$ cat src/rtl/mem_arbiter.sv
// mem_arbiter: shares a single memory request/response port between the
// instruction fetch unit (IFU) and the load/store unit (LSU). Only one memory
// transaction is in flight at a time; simultaneous requests alternate between
// the two requesters.
//
// Ports:
//   clk, rst                  clock (rising edge), asynchronous active-high reset
//   ifu_req_valid/ready/addr  fetch request (read-only)
//   ifu_flush                 drop the response of the outstanding fetch
//   ifu_resp_valid/data       fetch response, single-cycle pulse, no backpressure
//   lsu_req_*                 load/store request (addr, wen, wdata, wmask)
//   lsu_resp_valid/data       load/store response, single-cycle pulse
//   mem_req_*                 registered memory request, held until mem_req_ready
//   mem_resp_valid/data       memory response, only honoured while waiting for it

`ifndef XLEN
`define XLEN 64
`endif

module mem_arbiter #(
  parameter int unsigned XLEN   = `XLEN,
  parameter int unsigned MASK_W = XLEN / 8
) (
  input  logic              clk,
  input  logic              rst,
  // IFU request / response
  input  logic              ifu_req_valid,
  output logic              ifu_req_ready,
  input  logic [XLEN-1:0]   ifu_req_addr,
  input  logic              ifu_flush,
  output logic              ifu_resp_valid,
  output logic [XLEN-1:0]   ifu_resp_data,
  // LSU request / response
  input  logic              lsu_req_valid,
  output logic              lsu_req_ready,
  input  logic [XLEN-1:0]   lsu_req_addr,
  input  logic              lsu_req_wen,
  input  logic [XLEN-1:0]   lsu_req_wdata,
  input  logic [MASK_W-1:0] lsu_req_wmask,
  output logic              lsu_resp_valid,
  output logic [XLEN-1:0]   lsu_resp_data,
  // Memory port
  output logic              mem_req_valid,
  input  logic              mem_req_ready,
  output logic [XLEN-1:0]   mem_req_addr,
  output logic              mem_req_wen,
  output logic [XLEN-1:0]   mem_req_wdata,
  output logic [MASK_W-1:0] mem_req_wmask,
  input  logic              mem_resp_valid,
  input  logic [XLEN-1:0]   mem_resp_data
);

  typedef enum logic [1:0] {
    StIdle  = 2'd0,
    StIssue = 2'd1,
    StWait  = 2'd2
  } state_e;

  typedef enum logic {
    OwnIfu = 1'b0,
    OwnLsu = 1'b1
  } owner_e;

  state_e            state_q, state_d;
  owner_e            owner_q, owner_d;
  owner_e            last_grant_q, last_grant_d;
  logic              drop_q, drop_d;

  logic [XLEN-1:0]   req_addr_q, req_addr_d;
  logic              req_wen_q, req_wen_d;
  logic [XLEN-1:0]   req_wdata_q, req_wdata_d;
  logic [MASK_W-1:0] req_wmask_q, req_wmask_d;

  logic              ifu_resp_valid_q, ifu_resp_valid_d;
  logic [XLEN-1:0]   ifu_resp_data_q, ifu_resp_data_d;
  logic              lsu_resp_valid_q, lsu_resp_valid_d;
  logic [XLEN-1:0]   lsu_resp_data_q, lsu_resp_data_d;

  logic              grant_ifu, grant_lsu;
  logic              flush_hit;

  // On a tie the requester that did not win last time gets the port.
  assign grant_lsu = lsu_req_valid & (~ifu_req_valid | (last_grant_q == OwnIfu));
  assign grant_ifu = ifu_req_valid & ~grant_lsu;

  // A flush only matters while a fetch owns the memory port.
  assign flush_hit = ifu_flush & (owner_q == OwnIfu);

  always_comb begin
    state_d          = state_q;
    owner_d          = owner_q;
    last_grant_d     = last_grant_q;
    drop_d           = drop_q;
    req_addr_d       = req_addr_q;
    req_wen_d        = req_wen_q;
    req_wdata_d      = req_wdata_q;
    req_wmask_d      = req_wmask_q;
    ifu_resp_valid_d = 1'b0;
    ifu_resp_data_d  = ifu_resp_data_q;
    lsu_resp_valid_d = 1'b0;
    lsu_resp_data_d  = lsu_resp_data_q;
    ifu_req_ready    = 1'b0;
    lsu_req_ready    = 1'b0;

    unique case (state_q)
      StIdle: begin
        drop_d        = 1'b0;
        ifu_req_ready = grant_ifu;
        lsu_req_ready = grant_lsu;
        // ready equals grant, so a grant is also the handshake
        if (grant_lsu) begin
          req_addr_d   = lsu_req_addr;
          req_wen_d    = lsu_req_wen;
          req_wdata_d  = lsu_req_wdata;
          req_wmask_d  = lsu_req_wmask;
          owner_d      = OwnLsu;
          last_grant_d = OwnLsu;
          state_d      = StIssue;
        end else if (grant_ifu) begin
          req_addr_d   = ifu_req_addr;
          req_wen_d    = 1'b0;
          req_wdata_d  = '0;
          req_wmask_d  = '0;
          owner_d      = OwnIfu;
          last_grant_d = OwnIfu;
          state_d      = StIssue;
        end
      end

      StIssue: begin
        if (flush_hit) begin
          drop_d = 1'b1;
        end
        if (mem_req_ready) begin
          state_d = StWait;
        end
      end

      StWait: begin
        if (flush_hit) begin
          drop_d = 1'b1;
        end
        if (mem_resp_valid) begin
          state_d = StIdle;
          drop_d  = 1'b0;
          if (owner_q == OwnLsu) begin
            lsu_resp_valid_d = 1'b1;
            lsu_resp_data_d  = mem_resp_data;
          end else if (!(drop_q || flush_hit)) begin
            // A flush in the very cycle of the response still drops it.
            ifu_resp_valid_d = 1'b1;
            ifu_resp_data_d  = mem_resp_data;
          end
        end
      end

      default: begin
        state_d = StIdle;
      end
    endcase
  end

  always_ff @(posedge clk or posedge rst) begin
    if (rst) begin
      state_q          <= StIdle;
      owner_q          <= OwnIfu;
      last_grant_q     <= OwnLsu;
      drop_q           <= 1'b0;
      req_addr_q       <= '0;
      req_wen_q        <= 1'b0;
      req_wdata_q      <= '0;
      req_wmask_q      <= '0;
      ifu_resp_valid_q <= 1'b0;
      ifu_resp_data_q  <= '0;
      lsu_resp_valid_q <= 1'b0;
      lsu_resp_data_q  <= '0;
    end else begin
      state_q          <= state_d;
      owner_q          <= owner_d;
      last_grant_q     <= last_grant_d;
      drop_q           <= drop_d;
      req_addr_q       <= req_addr_d;
      req_wen_q        <= req_wen_d;
      req_wdata_q      <= req_wdata_d;
      req_wmask_q      <= req_wmask_d;
      ifu_resp_valid_q <= ifu_resp_valid_d;
      ifu_resp_data_q  <= ifu_resp_data_d;
      lsu_resp_valid_q <= lsu_resp_valid_d;
      lsu_resp_data_q  <= lsu_resp_data_d;
    end
  end

  assign mem_req_valid  = (state_q == StIssue);
  assign mem_req_addr   = req_addr_q;
  assign mem_req_wen    = req_wen_q;
  assign mem_req_wdata  = req_wdata_q;
  assign mem_req_wmask  = req_wmask_q;

  assign ifu_resp_valid = ifu_resp_valid_q;
  assign ifu_resp_data  = ifu_resp_data_q;
  assign lsu_resp_valid = lsu_resp_valid_q;
  assign lsu_resp_data  = lsu_resp_data_q;

endmodule

$ cat config.mk
export PLATFORM = sky130hd
export DESIGN_NAME = mem_arbiter
export DESIGN_NICKNAME = d
export VERILOG_FILES = /design/src/rtl/mem_arbiter.sv
export SDC_FILE = /design/constraint.sdc
export NUM_CORES = 1
export LEC_CHECK = 0
export ABC_AREA = 1
export ABC_CLOCK_PERIOD_IN_PS = 8700
export CAP_MARGIN = 20
export CORE_AREA = 10 10 202 204
export DETAILED_ROUTE_END_ITERATION = 6
export DIE_AREA = 0 0 212 214
export PLACE_DENSITY = 0.66
export SETUP_SLACK_MARGIN = 0.2
export SKIP_CTS_REPAIR_TIMING = 1
export SLEW_MARGIN = 20
export SYNTH_ARGS = -nofsm -noshare
export SYNTH_HDL_FRONTEND = slang
export SYNTH_SLANG_ARGS = --single-unit
$ cat constraint.sdc
create_clock -name clk -period 8.7 [get_ports clk]
set_clock_uncertainty 0.1 [all_clocks]
set_input_delay 1.74 -clock clk [delete_from_list [all_inputs] [get_ports clk]]
set_output_delay 1.74 -clock clk [all_outputs]
set_load 0.005 [all_outputs]
== Yosys cells after proc, flatten, opt, wreduce, memory -nomap -nowiden ==
Index checks and enable logic that the tools add are counted.
Word-level totals
  register bits after elaboration: 272
  output and inout bits: 270
  logic and storage cells: 60
Operators by class
  equality and inequality tests: 5
  multiplexer cells: 26
  bitwise operators: 9
  reductions and logical operators: 8
Operators by type and width (number)
  2-to-1 mux 64 bit: 4
  2-to-1 mux 8 bit: 2
  2-to-1 mux 1 bit: 14
  2-to-1 mux 2 bit: 4
  one-hot mux 2 bit (3 select lines): 1
  AND reduction 3 bit: 2
  NOT 1 bit: 5
  AND reduction 4 bit: 1
  AND 1 bit: 3
  inequality test 3 bit (second input constant): 1
  one-hot mux 1 bit (3 select lines): 1
  nonzero test 3 bit: 1
  equality test 2 x 1 -> 1 bit (second input constant): 1
  equality test 2 bit (second input constant): 1
  logical NOT 2 bit: 1
  inequality test 2 x 1 -> 1 bit (second input constant): 1
  inequality test 2 bit (second input constant): 1
  AND reduction 2 bit: 1
  nonzero test 2 bit: 1
  logical OR 1 bit: 1
  bitwise OR 1 bit: 1

== Logic depth before layout (Yosys ltp) ==
Gate-level depths: netlist (run 1).
  word-level depth: 8
  depth in mapped cells: 9
  depth with buffers taken out: 7

== Least setup slack after synthesis (run 1) ==
OpenSTA, ideal clock, no wires.
  path kind: input port to output port
  start point: input ifu_req_valid
  end point: output ifu_req_ready
  arrival time: 2.351 ns
  setup slack: 4.509 ns
  cell stages on the path: 6
  cell sequence: nand2_1 nand2_1 buf_2 buf_4 nand2_1 nor2_1
On the way
  longest elaborated chain between the ends: 6
Ends and longest elaborated chain
  start, declared: RTL line 27  | input logic ifu_req_valid,
  NOT 1 bit: RTL line 83  | assign grant_lsu = lsu_req_valid & (~ifu_req_valid | (last_grant_q == OwnIfu));
  bitwise OR 1 bit: RTL line 83
  AND 1 bit: RTL line 83
  NOT 1 bit: RTL line 84  | assign grant_ifu = ifu_req_valid & ~grant_lsu;
  AND 1 bit *: RTL line 84
  2-to-1 mux 1 bit *: RTL line 105  | unique case (state_q)
  end, declared: RTL line 28  | output logic ifu_req_ready,
Mark *: on every way between the ends. The rest lies on a longest branch, timed or not.

== Worst setup path after layout (run 1) ==
  start point: input lsu_req_valid
  end point: output lsu_req_ready
On the way
  longest elaborated chain between the ends: 2
Ends and longest elaborated chain
  start, declared: RTL line 34  | input logic lsu_req_valid,
  AND 1 bit: RTL line 83
  2-to-1 mux 1 bit: RTL line 105
  end, declared: RTL line 35  | output logic lsu_req_ready,
No other way between the ends.

==> results of run 1 <==
==> cell usage after synthesis <==
| cell type | instances |
|---|---|
| a21oi_1 | 1 |
| buf_1 | 3 |
| buf_2 | 50 |
| buf_4 | 8 |
| buf_6 | 11 |
| clkbuf_1 | 6 |
| dfrtp_1 | 271 |
| dfstp_2 | 1 |
| ha_1 | 4 |
| inv_1 | 9 |
| inv_2 | 3 |
| nand2_1 | 940 |
| nand3_1 | 67 |
| nand3_2 | 1 |
| nand4_1 | 2 |
| nor2_1 | 5 |
| nor2_2 | 2 |
| o21ai_0 | 2 |
==> power groups by stage <==
stage | logic [uW] | clock network (uW) | registers (uW)
after CTS | 2560 | 1320 | 2150
after global placement | 2520 | 0 | 2140
after detailed placement | 2550 | 0 | 2160
after global routing | 2750 | 1370 | 2220
after floorplan | 875 | 0 | 2190
final | 2510 | 1290 | 2150
==> cells by family after synthesis <==
logic type / Yosys count / synth area share [%]
AOI/OAI and AO/OA: 3 / 0.133
adders and majority gates: 4 / 0.443
buffers and inverters: 90 / 4.54
DFF: 272 / 60.2
and+or+nand+nor: 1017 / 34.7
==> stage by stage <==
stage / setup WS (ns) / instance area (um^2) / hold slack [ns]
floorplan: 3.27 / 11300 / 0.343
global placement: 3.35 / 17000 / 0.353
detailed placement: 3.34 / 17000 / 0.357
CTS: 3.34 / 18000 / 0.372
global route: 3.21 / 18000 / 0.384
finish: 3.31 / 18000 / 0.368
==> layer usage <==
| metal | global-route usage [%] | part of all wire (%) | vias up |
|---|---|---|---|
| met2 | 31.9 | 51 | 384 |
| met5 | 0 | 0 | - |
| met3 | 5.31 | 8.0 | 61 |
| met1 | 21.4 | 39 | 5067 |
| met4 | 5.68 | 2.5 | 0 |
| li1 | - | - | 5223 |
==> worst max-delay path by stage <==
stage	end	slack, ns	depth (start not counted)
2_1_floorplan	drop_q	3.27	1
6_report	lsu_req_ready	3.31	5
5_1_grt	lsu_req_ready	3.21	5
3_3_place_gp	lsu_req_ready	3.35	5
3_5_place_dp	lsu_req_ready	3.34	5
4_1_cts	lsu_req_ready	3.34	5
==> layout make-up <==
class | instances | area, um^2 | share of cell area (%)
Clock buffer | 45 | 908 | 5.05
Clock inverter | 8 | 95.1 | 0.528
Antenna cell | 6 | 15.0 | 0.0834
Tap cell | 474 | 593 | 3.29
Multi-Input combinational cell | 1024 | 4010 | 22.3
Inverter | 12 | 51.3 | 0.285
Sequential cell | 272 | 6810 | 37.8
Timing Repair Buffer | 554 | 5520 | 30.7
==> worst register-to-register path, stage by stage (launching register included) <==
cell and delay (ns):
dfrtp_1 0.40, inv_1 0.09, ha_1 0.26, inv_2 0.17
nor2_4 0.05, buf_4 0.34, inv_4 0.55, buf_4 0.75
nand2_1 0.25, nand2_1 0.11
==> sequential cells by signal (all words and copies together) (netlist names) <==
register	cells
state_q	2
ifu_resp_valid	1
mem_req_wdata	64
last_grant_q	1
mem_req_wmask	8
ifu_resp_data	64
drop_q	1
lsu_resp_data	64
owner_q	1
lsu_resp_valid	1
mem_req_wen	1
mem_req_addr	64
==> results.cfg, run 1 <==
[die]
core_area_um2 = 37000
fp.dieH_um = 214
rows = 71
die_w_um = 212
io_pins = 542
initial_core_util_pct = 30.5
die_area_um2 = 45400

[timing]
max_freq_mhz = 186
period_share_pct = 62.0
slew_headroom_pct = 38.2
slew_violations = 0
setup_tns_ns = 0
worst_pin_slew_ns = 0.927
hold_viol = 0
finalCriticalPeriod_ns = 5.39
rsz0062_at_grt = no
setup_viol = 0

[worst_hold_path]
hold_path_class = reg2reg
hold_depth = 2
hold_path_end = ifu_resp_data[10]
hp-start = ifu_resp_data[10]

[global_route]
grt_first_pass_wirelength_um = 65900
antenna_found_initial = 5
first_global_vias = 10900
grt-ovfl-total = 0
grt_usage_pct = 18.4
grt_start_max_net_pins = 127

[detailed_routing]
wl_per_cell_um = 18.3
drt_first_iter_violations = 763
via_per_inst = 4.48
vias = 10700
wl_um = 43900
drtAntennaViolNets = 0
drt_pass1_iterations = 6
drc = 0

[worst_setup_path]
reg2reg_depth = 9
reg2reg_slack_ns = 5.54
r2r_start = state_q[0]
startpoint = lsu_req_valid
cp_slowest_cell = buf_4
slowest_delay_ns = 0.57
critPathLaunchType = input pin
worst-path-max-fanout = 66
worstSetupEndpointType = output pin
critPathRequiredTime_ns = 6.86
crit_buf_inv = 3
path_delay_family = buffers and inverters
arrival_ns = 3.55
critical_path_class = in2out
r2r-end = mem_req_wdata[47]
worstPathCellList = buf_2 -> buf_4 -> nand2_2 -> nor2_4 -> clkdlybuf4s50_1

[power_and_ir_drop]
internal_power_uw = 3950
pwr-share-seq_pct = 36.2
total_power_uw = 5940
power_frac_comb_pct = 42.2
power.switching_uw = 1990
p_clk_share_pct = 21.6
power_switching_share_pct = 33.5
power_density_nw_per_um2 = 330
p_leak_uw = 0.00901
vdd_drop_max_uv = 223

[final_layout]
final_cell_mix = nand2_1 (938), clkdlybuf4s50_1 (540), dfrtp_1 (271)
layoutNonFillerInstCount = 2395
final_common_cell = nand2_1
layout-drive-gt1-share_pct = 3.86
nFillCells = 3491
final_util_pct = 48.6
area_growth_pct = 59.3
fin_nets = 2170

[placed_design]
dp_hpwl_um = 32100
portBuffers = 541
globalplace.congestion = 0.862
dp_cells = 2336

[clocking]
clock_sinks = 272
clk_latency_ns = 0.56
h-tree-depth = 1
cts_buffer_depth = 3
clk_pin_slew_ns = 0.06
cts-root-buf = clkbuf_16
cts_buffers = 30
cts_tree = built

[yosys]
yosysTopAreaCell = dfrtp_1
ys_seq_area_share_pct = 60.2
synthCells = 1386
ys_ff_latch = 272
synth_warnings = 0
syn_nets = 1662
synth_area_um2 = 11300
netlist.area_leader.share_pct = 60.0
syn_area_per_cell_um2 = 8.16
synthTopCellsByArea = dfrtp_1 (60%), nand2_1 (31%), nand3_1 (3.0%)
synth.distinct_cells = 18

[status]
status = completed

[job]
cap_violations = 0
Power figures use the tool's default switching activity.
==> run 2, diff against run 1 <==
--- a/config.mk
+++ b/config.mk
@@ -6,7 +6,7 @@
 export NUM_CORES = 1
 export LEC_CHECK = 0
 export ABC_AREA = 1
-export ABC_CLOCK_PERIOD_IN_PS = 8700
+export ABC_CLOCK_PERIOD_IN_PS = 4500
 export CAP_MARGIN = 20
 export CORE_AREA = 10 10 202 204
 export DETAILED_ROUTE_END_ITERATION = 6
==> constraint.sdc (replaced) <==
create_clock -name clk -period 4.5 [get_ports clk]
set_clock_uncertainty 0.1 [all_clocks]
set_input_delay 0.9 -clock clk [delete_from_list [all_inputs] [get_ports clk]]
set_output_delay 0.9 -clock clk [all_outputs]
set_load 0.005 [all_outputs]
==> results.cfg, run 2 (same netlist as run 1, synthesis figures left out) <==
[status]
status = completed

[job]
cap_violations = 0

[placed_design]
portBuffers = 541
dp_hpwl_um = 32500
dpl_cell_area_um2 = 17100
globalplace.congestion = 0.890

[power_and_ir_drop]
total_power_uw = 11600
vdd_drop_max_uv = 410
power.switching_uw = 3910
internal_power_uw = 7720
power_density_nw_per_um2 = 642
power_switching_share_pct = 33.6
power_frac_comb_pct = 42.1
p_leak_uw = 0.00906
pwr-share-seq_pct = 35.7
p_clk_share_pct = 22.3

[die]
die_area_um2 = 45400
rows = 71
die_w_um = 212
core_area_um2 = 37000
initial_core_util_pct = 30.5
fp.dieH_um = 214
io_pins = 542

[final_layout]
final_common_cell = nand2_1
design_area_um2 = 18100
area_growth_pct = 60.2
fin_nets = 2179
layout-drive-gt1-share_pct = 3.95
final_cell_mix = nand2_1 (938), clkdlybuf4s50_1 (540), dfrtp_1 (271)

[worst_setup_path]
critPathLaunchType = input pin
arrival_ns = 2.38
worst-path-max-fanout = 6
critical_path_class = in2out
critPathRequiredTime_ns = 3.50
reg2reg_slack_ns = 2.17
reg2reg_depth = 7
worstSetupEndpointType = output pin
r2r_start = state_q[0]
r2r-end = ifu_resp_data[25]

[worst_hold_path]
hold_path_end = ifu_resp_data[45]
hold_path_class = reg2reg
hp-start = ifu_resp_data[45]
hold_depth = 2

[clocking]
cts_tree = built
clk_pin_slew_ns = 0.05
cts_buffer_depth = 3
cts_buffers = 34
clk_latency_ns = 0.52
h-tree-depth = 2
clock_sinks = 272
cts-root-buf = clkbuf_16

[detailed_routing]
via_per_inst = 4.53
drt_first_iter_violations = 833
wl_per_cell_um = 18.4
vias = 10900
wl_um = 44200
drt_pass1_iterations = 5
drc = 0
drtAntennaViolNets = 0

[timing]
setup_tns_ns = 0
period_share_pct = 75.2
slew_headroom_pct = 46.0
max_freq_mhz = 296
timing.hold.ws_ns = 0.368
slew_violations = 0
worst_pin_slew_ns = 0.810
hold_viol = 0
finalCriticalPeriod_ns = 3.38
setup_viol = 0
rsz0062_at_grt = no

[global_route]
grt_usage_pct = 18.9
first_global_vias = 11100
antenna_found_initial = 5
grt-ovfl-total = 0
grt_start_max_net_pins = 102
grt_first_pass_wirelength_um = 66900
run 2: changes by cell type in the layout (fill, tap and decap cells not counted), sizes merged:
cell,delta
buf,+5
inv,+2
clkinvlp,-1
diode,-1
clkbuf,+2
run 2: routing by layer:
layer  track usage [%]  vias up  wire (um)  share of wire (%)
li1                  -     5248          -                  -
met1              21.1     5155      16600                 38
met2              32.1      409      22300                 51
met3              5.90       72       3860                8.7
met4              8.34        0       1430                3.2
met5                 0        -          0                  0
run 2: power groups by stage:
stage | clock [uW] | sequential (uW) | combinational (uW)
2_1_floorplan | 0 | 4230 | 1690
3_3_place_gp | 0 | 4130 | 4900
3_5_place_dp | 0 | 4160 | 4980
4_1_cts | 2680 | 4150 | 4990
5_1_grt | 2780 | 4290 | 5380
6_report | 2590 | 4150 | 4890
run 2: final cells by class:
| type | count | area [um^2] |
|---|---|---|
| Sequential cell | 272 | 6810 |
| Clock inverter | 9 | 109 |
| Clock buffer | 47 | 921 |
| Multi-Input combinational cell | 1024 | 4010 |
| Timing Repair Buffer | 559 | 5610 |
| Antenna cell | 5 | 12.5 |
| Tap cell | 474 | 593 |
| Inverter | 12 | 51.3 |
| Fill cell | 3548 | 18900 |
run 2: worst max path at each step:
stage / startpoint / to / slack [ns] / cells past startpoint
2_1_floorplan: rst / drop_q / -0.09 / 1
3_3_place_gp: ifu_req_valid / ifu_req_ready / 1.06 / 6
3_5_place_dp: ifu_req_valid / ifu_req_ready / 1.10 / 6
4_1_cts: ifu_req_valid / ifu_req_ready / 1.09 / 6
5_1_grt: ifu_req_valid / ifu_req_ready / 1.04 / 6
6_report: ifu_req_valid / ifu_req_ready / 1.12 / 6
run 2: worst max-delay path, stage by stage:
cell and delay (ns):
clkdlybuf4s50_1 0.52, nand2_2 0.08, nand2_2 0.17, nand2_1 0.08, nor2_1 0.10, clkdlybuf4s50_1 0.53
run 2: stage by stage:
step	util [%]	instances	setup WS (ns)
2_1_floorplan	-	1386	-0.0946
3_3_place_gp	46.1	2341	1.06
3_5_place_dp	46.1	2341	1.10
4_1_cts	48.9	2397	1.09
5_1_grt	48.9	2402	1.04
6_report	48.9	2402	1.12
